<file path="src/rtl/fix_pkg.sv">
// Shared constants and types for the FIX checksum datapath (receive engine and
// transmit-side generator).
package fix_pkg;

    localparam logic [7:0] ASCII_0 = 8'h30;
    localparam logic [7:0] ASCII_9 = 8'h39;
    localparam logic [7:0] SOH     = 8'h01;

    typedef enum logic [1:0] {
        StIdle   = 2'd0,
        StAccum  = 2'd1,
        StResult = 2'd2
    } cs_state_t;

    typedef struct packed {
        logic [7:0]  sum;
        logic [23:0] ascii;
        logic [7:0]  rx;
        logic        match;
        logic        fmt_err;
    } cs_result_t;

endpackage

</file>
<file path="src/rtl/fix_bin2dec.sv">
// Combinational 8-bit binary to three ASCII decimal digits, hundreds digit in [23:16].
// Shared with the transmit-path checksum generator.
module fix_bin2dec
    import fix_pkg::*;
(
    input  logic [7:0]  bin_i,
    output logic [23:0] ascii_o
);

    logic [7:0] rem_h;
    logic [3:0] hund;
    logic [3:0] tens;
    logic [3:0] units;

    always_comb begin
        hund  = 4'd0;
        rem_h = bin_i;
        if (bin_i >= 8'd200) begin
            hund  = 4'd2;
            rem_h = bin_i - 8'd200;
        end else if (bin_i >= 8'd100) begin
            hund  = 4'd1;
            rem_h = bin_i - 8'd100;
        end

        // Largest multiple of ten not above the remainder.
        tens = 4'd0;
        for (int k = 9; k >= 1; k--) begin
            if (tens == 4'd0 && rem_h >= 8'(10 * k)) begin
                tens = 4'(k);
            end
        end
        units = 4'(rem_h - 8'(tens) * 8'd10);

        ascii_o = {ASCII_0 | {4'h0, hund}, ASCII_0 | {4'h0, tens}, ASCII_0 | {4'h0, units}};
    end

endmodule

</file>
<file path="src/rtl/fix_checksum_stream.sv">
// Streaming FIX checksum engine: mod-256 sum of the message body plus capture of the
// received 10= digits, returned through a held valid/ready result handshake.
module fix_checksum_stream
    import fix_pkg::*;
#(
    parameter int unsigned BYTES = 1,
    parameter int unsigned W     = 8 * BYTES
) (
    input  logic             clk,
    input  logic             rst_n,
    input  logic [W-1:0]     data_i,
    input  logic             valid_i,
    output logic             ready_o,
    input  logic             sof_i,
    input  logic             eof_i,
    input  logic [BYTES-1:0] keep_i,
    input  logic [BYTES-1:0] digit_i,
    input  logic [BYTES-1:0] excl_i,
    output logic             res_valid_o,
    input  logic             res_ready_i,
    output logic [7:0]       res_sum_o,
    output logic [23:0]      res_ascii_o,
    output logic [7:0]       res_rx_o,
    output logic             res_match_o,
    output logic             res_fmt_err_o,
    output logic [15:0]      abort_cnt_o
);

    localparam int unsigned PW     = 8 + $clog2(BYTES);
    localparam logic [2:0]  MaxCnt = 3'd4;
    localparam logic [9:0]  MaxVal = 10'd1023;

    cs_state_t   state_q, state_d;
    logic [7:0]  acc_q, acc_d;
    logic [9:0]  val_q, val_d;
    logic [2:0]  cnt_q, cnt_d;
    logic        bad_q, bad_d;
    logic [15:0] abort_q, abort_d;
    cs_result_t  res_q, res_d;
    logic        ready_q;
    logic        res_valid_q;

    logic        beat_acc;
    logic        take;
    logic [PW-1:0] part;
    logic [7:0]  byte_v;
    logic [13:0] prod;
    logic [7:0]  acc_base;
    logic [7:0]  acc_nx;
    logic [9:0]  val_nx;
    logic [2:0]  cnt_nx;
    logic        bad_nx;
    logic        fmt_nx;
    logic [7:0]  rx_nx;
    logic [23:0] ascii_nx;
    cs_result_t  res_nx;

    assign beat_acc = valid_i & ready_q;

    // A sof beat starts from cleared per-message state; otherwise continue the message.
    always_comb begin
        acc_base = sof_i ? 8'd0 : acc_q;
        val_nx   = sof_i ? 10'd0 : val_q;
        cnt_nx   = sof_i ? 3'd0 : cnt_q;
        bad_nx   = sof_i ? 1'b0 : bad_q;
        part     = '0;
        byte_v   = '0;
        prod     = '0;
        for (int i = 0; i < BYTES; i++) begin
            byte_v = data_i[8*i +: 8];
            if (keep_i[i] && !excl_i[i] && !digit_i[i]) begin
                part = part + PW'(byte_v);
            end
            if (keep_i[i] && digit_i[i]) begin
                prod   = 14'(val_nx) * 14'd10 + 14'(byte_v - ASCII_0);
                val_nx = (prod > 14'(MaxVal)) ? MaxVal : prod[9:0];
                if (byte_v < ASCII_0 || byte_v > ASCII_9) begin
                    bad_nx = 1'b1;
                end
                if (cnt_nx != MaxCnt) begin
                    cnt_nx = cnt_nx + 3'd1;
                end
            end
        end
        acc_nx = 8'(PW'(acc_base) + part);
    end

    fix_bin2dec u_bin2dec (
        .bin_i   (acc_nx),
        .ascii_o (ascii_nx)
    );

    always_comb begin
        fmt_nx          = (cnt_nx != 3'd3) || bad_nx || (val_nx > 10'd255);
        rx_nx           = fmt_nx ? 8'd0 : val_nx[7:0];
        res_nx.sum      = acc_nx;
        res_nx.ascii    = ascii_nx;
        res_nx.rx       = rx_nx;
        res_nx.match    = !fmt_nx && (acc_nx == rx_nx);
        res_nx.fmt_err  = fmt_nx;
    end

    always_comb begin
        state_d = state_q;
        acc_d   = acc_q;
        val_d   = val_q;
        cnt_d   = cnt_q;
        bad_d   = bad_q;
        abort_d = abort_q;
        res_d   = res_q;
        take    = 1'b0;

        unique case (state_q)
            StIdle: begin
                take = beat_acc & sof_i;
            end
            StAccum: begin
                take = beat_acc;
                if (beat_acc && sof_i && !eof_i && abort_q != 16'hFFFF) begin
                    abort_d = abort_q + 16'd1;
                end
            end
            StResult: begin
                if (res_ready_i) begin
                    state_d = StIdle;
                end
            end
            default: begin
                state_d = StIdle;
            end
        endcase

        if (take) begin
            acc_d = acc_nx;
            val_d = val_nx;
            cnt_d = cnt_nx;
            bad_d = bad_nx;
            if (eof_i) begin
                state_d = StResult;
                res_d   = res_nx;
            end else begin
                state_d = StAccum;
            end
        end
    end

    always_ff @(posedge clk) begin
        if (!rst_n) begin
            state_q     <= StIdle;
            acc_q       <= '0;
            val_q       <= '0;
            cnt_q       <= '0;
            bad_q       <= 1'b0;
            abort_q     <= '0;
            res_q       <= '0;
            ready_q     <= 1'b0;
            res_valid_q <= 1'b0;
        end else begin
            state_q     <= state_d;
            acc_q       <= acc_d;
            val_q       <= val_d;
            cnt_q       <= cnt_d;
            bad_q       <= bad_d;
            abort_q     <= abort_d;
            res_q       <= res_d;
            ready_q     <= (state_d != StResult);
            res_valid_q <= (state_d == StResult);
        end
    end

    assign ready_o       = ready_q;
    assign res_valid_o   = res_valid_q;
    assign res_sum_o     = res_q.sum;
    assign res_ascii_o   = res_q.ascii;
    assign res_rx_o      = res_q.rx;
    assign res_match_o   = res_q.match;
    assign res_fmt_err_o = res_q.fmt_err;
    assign abort_cnt_o   = abort_q;

endmodule

</file>
<file path="config.mk">
export PLATFORM = sky130hd
export DESIGN_NAME = fix_checksum_stream
export DESIGN_NICKNAME = d
export VERILOG_FILES = /design/src/rtl/fix_pkg.sv /design/src/rtl/fix_bin2dec.sv /design/src/rtl/fix_checksum_stream.sv
export SDC_FILE = /design/constraint.sdc
export NUM_CORES = 1
export LEC_CHECK = 0
export ABC_AREA = 1
export CELL_PAD_IN_SITES_DETAIL_PLACEMENT = 1
export CELL_PAD_IN_SITES_GLOBAL_PLACEMENT = 1
export CORE_MARGIN = 4
export CORE_UTILIZATION = 39
export DETAILED_ROUTE_END_ITERATION = 6
export GPL_TIMING_DRIVEN = 1
export PLACE_DENSITY = 0.93
export RECOVER_POWER = 25
export SLEW_MARGIN = 20
export SYNTH_ARGS = -nofsm -noshare
export SYNTH_HDL_FRONTEND = slang
export SYNTH_SLANG_ARGS = --single-unit
</file>
<file path="constraint.sdc">
create_clock -name clk -period 6.8 [get_ports clk]
set_input_delay 2.04 -clock clk [delete_from_list [all_inputs] [get_ports clk]]
set_output_delay 2.04 -clock clk [all_outputs]
set_load 0.005 [all_outputs]
</file>
* Word level (Yosys, flattened, before mapping)
Index checks and enable logic that the tools add are counted.
** Storage, ports and cells
- Register bits :: 77
- Output and inout bits :: 60
** Cells by class
- Multiply operators :: 2
- Bitwise logic cells :: 2
- Reductions and logical operators :: 34
- Add/sub/neg operators :: 8
- Magnitude comparators :: 15
- Mux-type cells :: 30
- Eq/ne operators :: 8
** Operators with widths (number)
- $mux 8 :: 5
- $mux 4 :: 9
- $ge 8x7->1 const B :: 4
- $logic_not 4->1 :: 8
- $mux 10 :: 3
- $ge 8x6->1 const B :: 3
- $add 16x1->16 const B :: 1
- $ge 8x5->1 const B :: 2
- $ne 16x16->1 const B :: 1
- $logic_and 1x1->1 :: 15
- $add 14x14->14 :: 1
- $gt 14x10->1 const B :: 1
- $mul 10x3->13 const B :: 1
- $gt 10x8->1 const B :: 1
- $mux 3 :: 3
- $sub 8x6->9 const B :: 1
- $add 8x8->8 :: 1
- $eq 8x8->1 :: 1
- $ge 8x4->1 const B :: 1
- $ge 8x8->1 const B :: 1
- $gt 8x6->1 const B :: 1
- $lt 8x6->1 const B :: 1
- $mux 2 :: 4
- $sub 8x7->8 const B :: 1
- 18 further kinds :: 29

* Logic depth before layout (Yosys ltp)
- Depth after elaboration :: 36
- Gate-level depth with buffers :: 36
- Mapped depth without buffers :: 36

* Hierarchy
A second synthesis with hierarchy kept.
** Second synthesis, totals
- Cell total of the unflattened synthesis :: 975
- Area, all modules :: 6337.3 um^2
** Modules (own cells, without submodules)
- fix_checksum_stream :: seq. area each 1681.6 um^2, cells an instance 814, times used 1, area an instance 5375.2 um^2
- fix_bin2dec :: seq. area each 0.0 um^2, cells an instance 161, times used 1, area an instance 962.2 um^2

* Least setup slack after synthesis
OpenSTA, ideal clock, no wires.
- Kind :: input-to-reg
- Start point :: in sof_i
- End point :: reg res_q (netlist bit res_match_o)
- Data arrival time :: 5.979 ns
- Stages on the path :: 34
- Library setup time :: 0.128 ns
- Slack :: 0.694 ns
- Cells stage by stage :: buf_2 -> buf_1 -> nor2_1 -> ha_1 -> ha_1 -> nand2_1 -> inv_1 -> nand2_1 -> nand2_1 -> a21oi_1 -> nor2_1 -> o21ai_0 -> nand2_1 -> xnor2_1 -> inv_1 -> ha_1 -> inv_1 -> nor3_1 -> nand3_1 -> nand4_1 -> nand3_2 -> nor2_4 -> nand2_1 -> nand2_2 -> nand3_2 -> buf_6 -> nor2_1 -> nand2_1 -> nand2_1 -> nor2_1 -> nand2_1 -> nor2_1 -> nor2_1 -> nor2_1
** Between the ends
- Cells in the longest elaborated chain, start to end :: 11
- Elaborated cells on any way between the ends :: 27
- Those cells by class :: add/sub (3); mul (1); order compare (2); eq/ne (3); mux (12); bitwise (1); reduce/logical (5)
** Ends and longest elaborated chain
- start: declaration :: RTL line fix_checksum_stream.sv:14 : input logic sof_i,
- $mux 10 :: RTL line fix_checksum_stream.sv:63 : val_nx = sof_i ? 10'd0 : val_q;
- $mul 10x3->13 :: RTL line fix_checksum_stream.sv:75 : prod = 14'(val_nx) * 14'd10 + 14'(byte_v - ASCII_0);
- $add 14x14->14 :: RTL line fix_checksum_stream.sv:75
- $gt 14x10->1 :: RTL line fix_checksum_stream.sv:76 : val_nx = (prod > 14'(MaxVal)) ? MaxVal : prod[9:0];
- $mux 10 :: RTL line fix_checksum_stream.sv:76
- $mux 10 :: RTL line fix_checksum_stream.sv:74 : if (keep_i[i] && digit_i[i]) begin
- $gt 10x8->1 :: RTL line fix_checksum_stream.sv:94 : fmt_nx = (cnt_nx != 3'd3) || bad_nx || (val_nx > 10'd255);
- $logic_or 1x1->1 :: RTL line fix_checksum_stream.sv:94
- $mux 8 :: RTL line fix_checksum_stream.sv:95 : rx_nx = fmt_nx ? 8'd0 : val_nx[7:0];
- $eq 8x8->1 :: RTL line fix_checksum_stream.sv:99 : res_nx.match = !fmt_nx && (acc_nx == rx_nx);
- $logic_and 1x1->1 :: RTL line fix_checksum_stream.sv:99
- end signal: assignment :: RTL line fix_checksum_stream.sv:165 : res_q <= res_d;
- end: declaration :: RTL line fix_checksum_stream.sv:39 : cs_result_t res_q, res_d;
Several ways; a longest one is shown, not always the timed one.
A chain may end at the register's enable or synchronous reset.

* Worst setup path in the final report
Same ends and word-level chain as after synthesis.

==> results.sh <==
export IMPL_ys_seq_area_share_pct=24.5
export IMPL_rows=44
export IMPL_avgViaCountPerCell=5.40
export IMPL_synth_top_cell_by_area="dfxtp_1"
export IMPL_die_x_um=129
export IMPL_yosys_register_bits=70
export IMPL_hold_buffers=0
export IMPL_setup_viol=0
export IMPL_synth_edf_count=0
export IMPL_tritoncts="yes"
export IMPL_grt_usage_pct=25.1
export IMPL_ir_drop_mv=0.125
export IMPL_critPathKind="input port to flip-flop"
export IMPL_status="complete, no violations"
export IMPL_antenna_cells=0
export IMPL_startpoint="sof_i"
export IMPL_yosys_top_cells_area="dfxtp_1, nand2_1, ha_1, inv_1, nor2_1"
export IMPL_final_nets=1047
export IMPL_hold_start="cnt_q[1]$_SDFFE_PN0P_"
export IMPL_routedWlPerCell_um=17.9
export IMPL_grt_busiest_layer="met2"
export IMPL_clk_pin_slew_ps=60
export IMPL_finalCritPeriodShare_pct=95.2
export IMPL_path_max_fanout=11
export IMPL_async_flop_share_pct=0
export IMPL_worst_ep_required_time_ps=7000
export IMPL_syn_to_final_growth_pct=22.6
export IMPL_overflow=0
export IMPL_wl_mm=20.9
export IMPL_period_needed_ps=6480
export IMPL_synth_top_cell_area_share_pct=24.5
export IMPL_synthDistinctLibCells=44
export IMPL_die_h_um=129
export IMPL_grt_max_degree=51
export IMPL_setup_tns_ps=0
export IMPL_cpMostUsedCell="nand2_1"
export IMPL_synth_main_ff_cell="dfxtp_1"
export IMPL_ys_warn_count=0
export IMPL_port_buffers=68
export IMPL_syn_area_per_cell_um2=6.30
export IMPL_grt_pass1_vias=6726
export IMPL_tightest_slew_ps=826
export IMPL_ant_nets=0
export IMPL_route_detailed_drc=0
export IMPL_use_met1_pct=28.8
export IMPL_cap_violations=0
export IMPL_power_leakage_nw=3.42
export IMPL_maxSlewViolCount=0
export IMPL_power_density_nw_per_um2=179
export IMPL_slowest_stage="fa_1"
export IMPL_grt_pass1_wl_mm=33.6
export IMPL_dr_pass1_iters=5
export IMPL_initial_core_util_pct=39.6
export IMPL_rsz0062_at_grt="yes"
export IMPL_cts_root_buffer="clkbuf_16"
export IMPL_dr_total_vias=6328
export IMPL_cpPeakStageDelay_ps=430
export IMPL_hold_violations=0
export IMPL_post_dp_cell_area_um2=6660
export IMPL_cts_buffer_depth=2
export IMPL_start_kind="input port"
export IMPL_rrSetupSlack_ps=1850
export IMPL_drive_gt1_share_pct=10.7
export IMPL_worst_ep_arrival_time_ps=6680
export IMPL_dieArea_um2=16700
export IMPL_core_area_um2=14500
export IMPL_routabilityCongestion=0.907
export IMPL_cts_sinks=70
export IMPL_design_area_um2=7030
export IMPL_synthCells=909
export IMPL_reg2reg_from="val_q[2]$_SDFFE_PN0P_"
export IMPL_max_clock_freq_ghz=0.154
export IMPL_hold_path_class="flip-flop to flip-flop"
export IMPL_cts_buffers=9
export IMPL_slew_limit_headroom_pct=44.9
export IMPL_cts_max_level=3
export IMPL_syn_area_um2=5730
export IMPL_ios=77
export IMPL_met2_usage_pct=44.7
export IMPL_clkLatencyLatePin_ps=350
export IMPL_cp_end_kind="flip-flop"
export IMPL_finClkSkew_ps=7.46
export IMPL_grtUsageMet3_pct=4.08
export IMPL_dp_hpwl_mm=14.4
export IMPL_antenna_found_initial=0
export IMPL_drt_iter0_markers=400
## metrics by stage
step | hold WS (ps) | total power [mW] | util (%) | worst slack (ps) | instances
detailed placement | 457 | 0.750 | 46.0 | -443 | 1155
floorplan | 430 | 0.644 | - | 694 | 916
finish | 483 | 1.26 | 48.5 | 324 | 1171
CTS | 484 | 1.25 | 48.2 | 49.8 | 1171
global placement | 450 | 0.732 | 46.0 | 7.09 | 1155
global route | 519 | 1.31 | 48.5 | -30.9 | 1171
## flip-flops by register name (all words and copies together) (netlist names), 2 cells and up
| name | cells |
|---|---|
| cnt_q | 3 |
| res_rx_o | 8 |
| abort_cnt_o | 16 |
| acc_q | 8 |
| res_ascii_o | 10 |
| state_q | 2 |
| val_q | 10 |
| res_sum_o | 8 |
## metal layers
| metal | wire, um | share of wire (%) | vias to the layer above |
|---|---|---|---|
| met5 | 0 | 0 | - |
| met4 | 894 | 4.3 | 0 |
| met3 | 850 | 4.1 | 69 |
| met2 | 10600 | 50 | 189 |
| met1 | 8640 | 41 | 3019 |
| li1 | - | - | 3051 |
## worst max-delay path, delay by kind of cell
| kind | cells | cell delay (ps) |
|---|---|---|
| buffers and inverters | 3 | 310 |
| adders and majority gates | 4 | 1180 |
| and+or+nand+nor | 21 | 2390 |
| AOI/OAI and AO/OA | 4 | 570 |
| xor gates and xnor gates | 1 | 150 |
## synth_stat cells (all sizes together) (11+ instances only)
library cell / instances
nor2: 112
clkbuf: 18
ha: 44
o21ai: 71
inv: 152
dfxtp: 70
nand3: 62
nor3: 11
a21oi: 75
buf: 17
nand2: 204
nand4: 14
## path summary, 6_finish.rpt
kind / to / depth (start not counted)
worst min-delay path: cnt_q[1]$_SDFFE_PN0P_ / 2
worst max-delay path: res_match_o$_SDFFE_PN0P_ / 33
worst min register to register: cnt_q[1]$_SDFFE_PN0P_ / 2
worst max register to register: res_match_o$_SDFFE_PN0P_ / 33
## repair_timing
| action | in CTS | in global routing |
|---|---|---|
| gates cloned | 0 | 0 |
| pin swaps | 0 | 1 |
| endpoints found under the hold margin | 0 | 0 |
| resized for setup | 5 | 21 |
| buffers inserted | 0 | 0 |
| endpoints found under the setup margin | 3 | 7 |
## cells in the final DEF (no fill, tap or decap), drive strengths merged
master and instances:
a22oi 1, o211ai 7, o21ai 71, nor2 112
o21a 3, ha 44, buf 22, inv 154
nand3b 1, nand4 14, clkinvlp 1, clkbuf 11
xnor2 8, dlygate4sd3 29, and3 1, xor2 8
nand3 62, a21oi 75, nor3 11, o21bai 6
dfxtp 70, nand2 204, bufinv 1, nor3b 1
a31oi 2, clkinv 4, or2 6, o221a 1
o211a 1, clkdlybuf4s50 38, fa 4, nor4 3
conb 8, a211oi 3
## power by group
| group | leakage, nW | internal (mW) | switching [mW] |
|---|---|---|---|
| registers | 0.569 | 0.425 | 0.00850 |
| logic | 2.70 | 0.116 | 0.213 |
| clock network | 0.149 | 0.297 | 0.200 |
## final cells by class
cell class,instances,area (um^2)
fill,1906,7450
clock inverter,6,68.8
clock buffer,10,239
sequential,70,1400
multi-input combinational,657,3650
timing repair buffer,90,857
inverter,154,581
tap,184,230
## logic make-up (layout without fill, tap and decap cells)
| logic type | Yosys count | in the layout | share of synthesized area, % |
|---|---|---|---|
| flops | 70 | 70 | 24.5 |
| xor+xnor | 16 | 16 | 2.45 |
| other cells | 1 | 8 | 0.0655 |
| compound gates | 170 | 170 | 16.2 |
| buf+inv | 189 | 260 | 13.5 |
| simple gates | 415 | 415 | 32.4 |
| fa+ha+maj | 48 | 48 | 11.0 |
No activity file was read; power rests on OpenSTA's default activity.
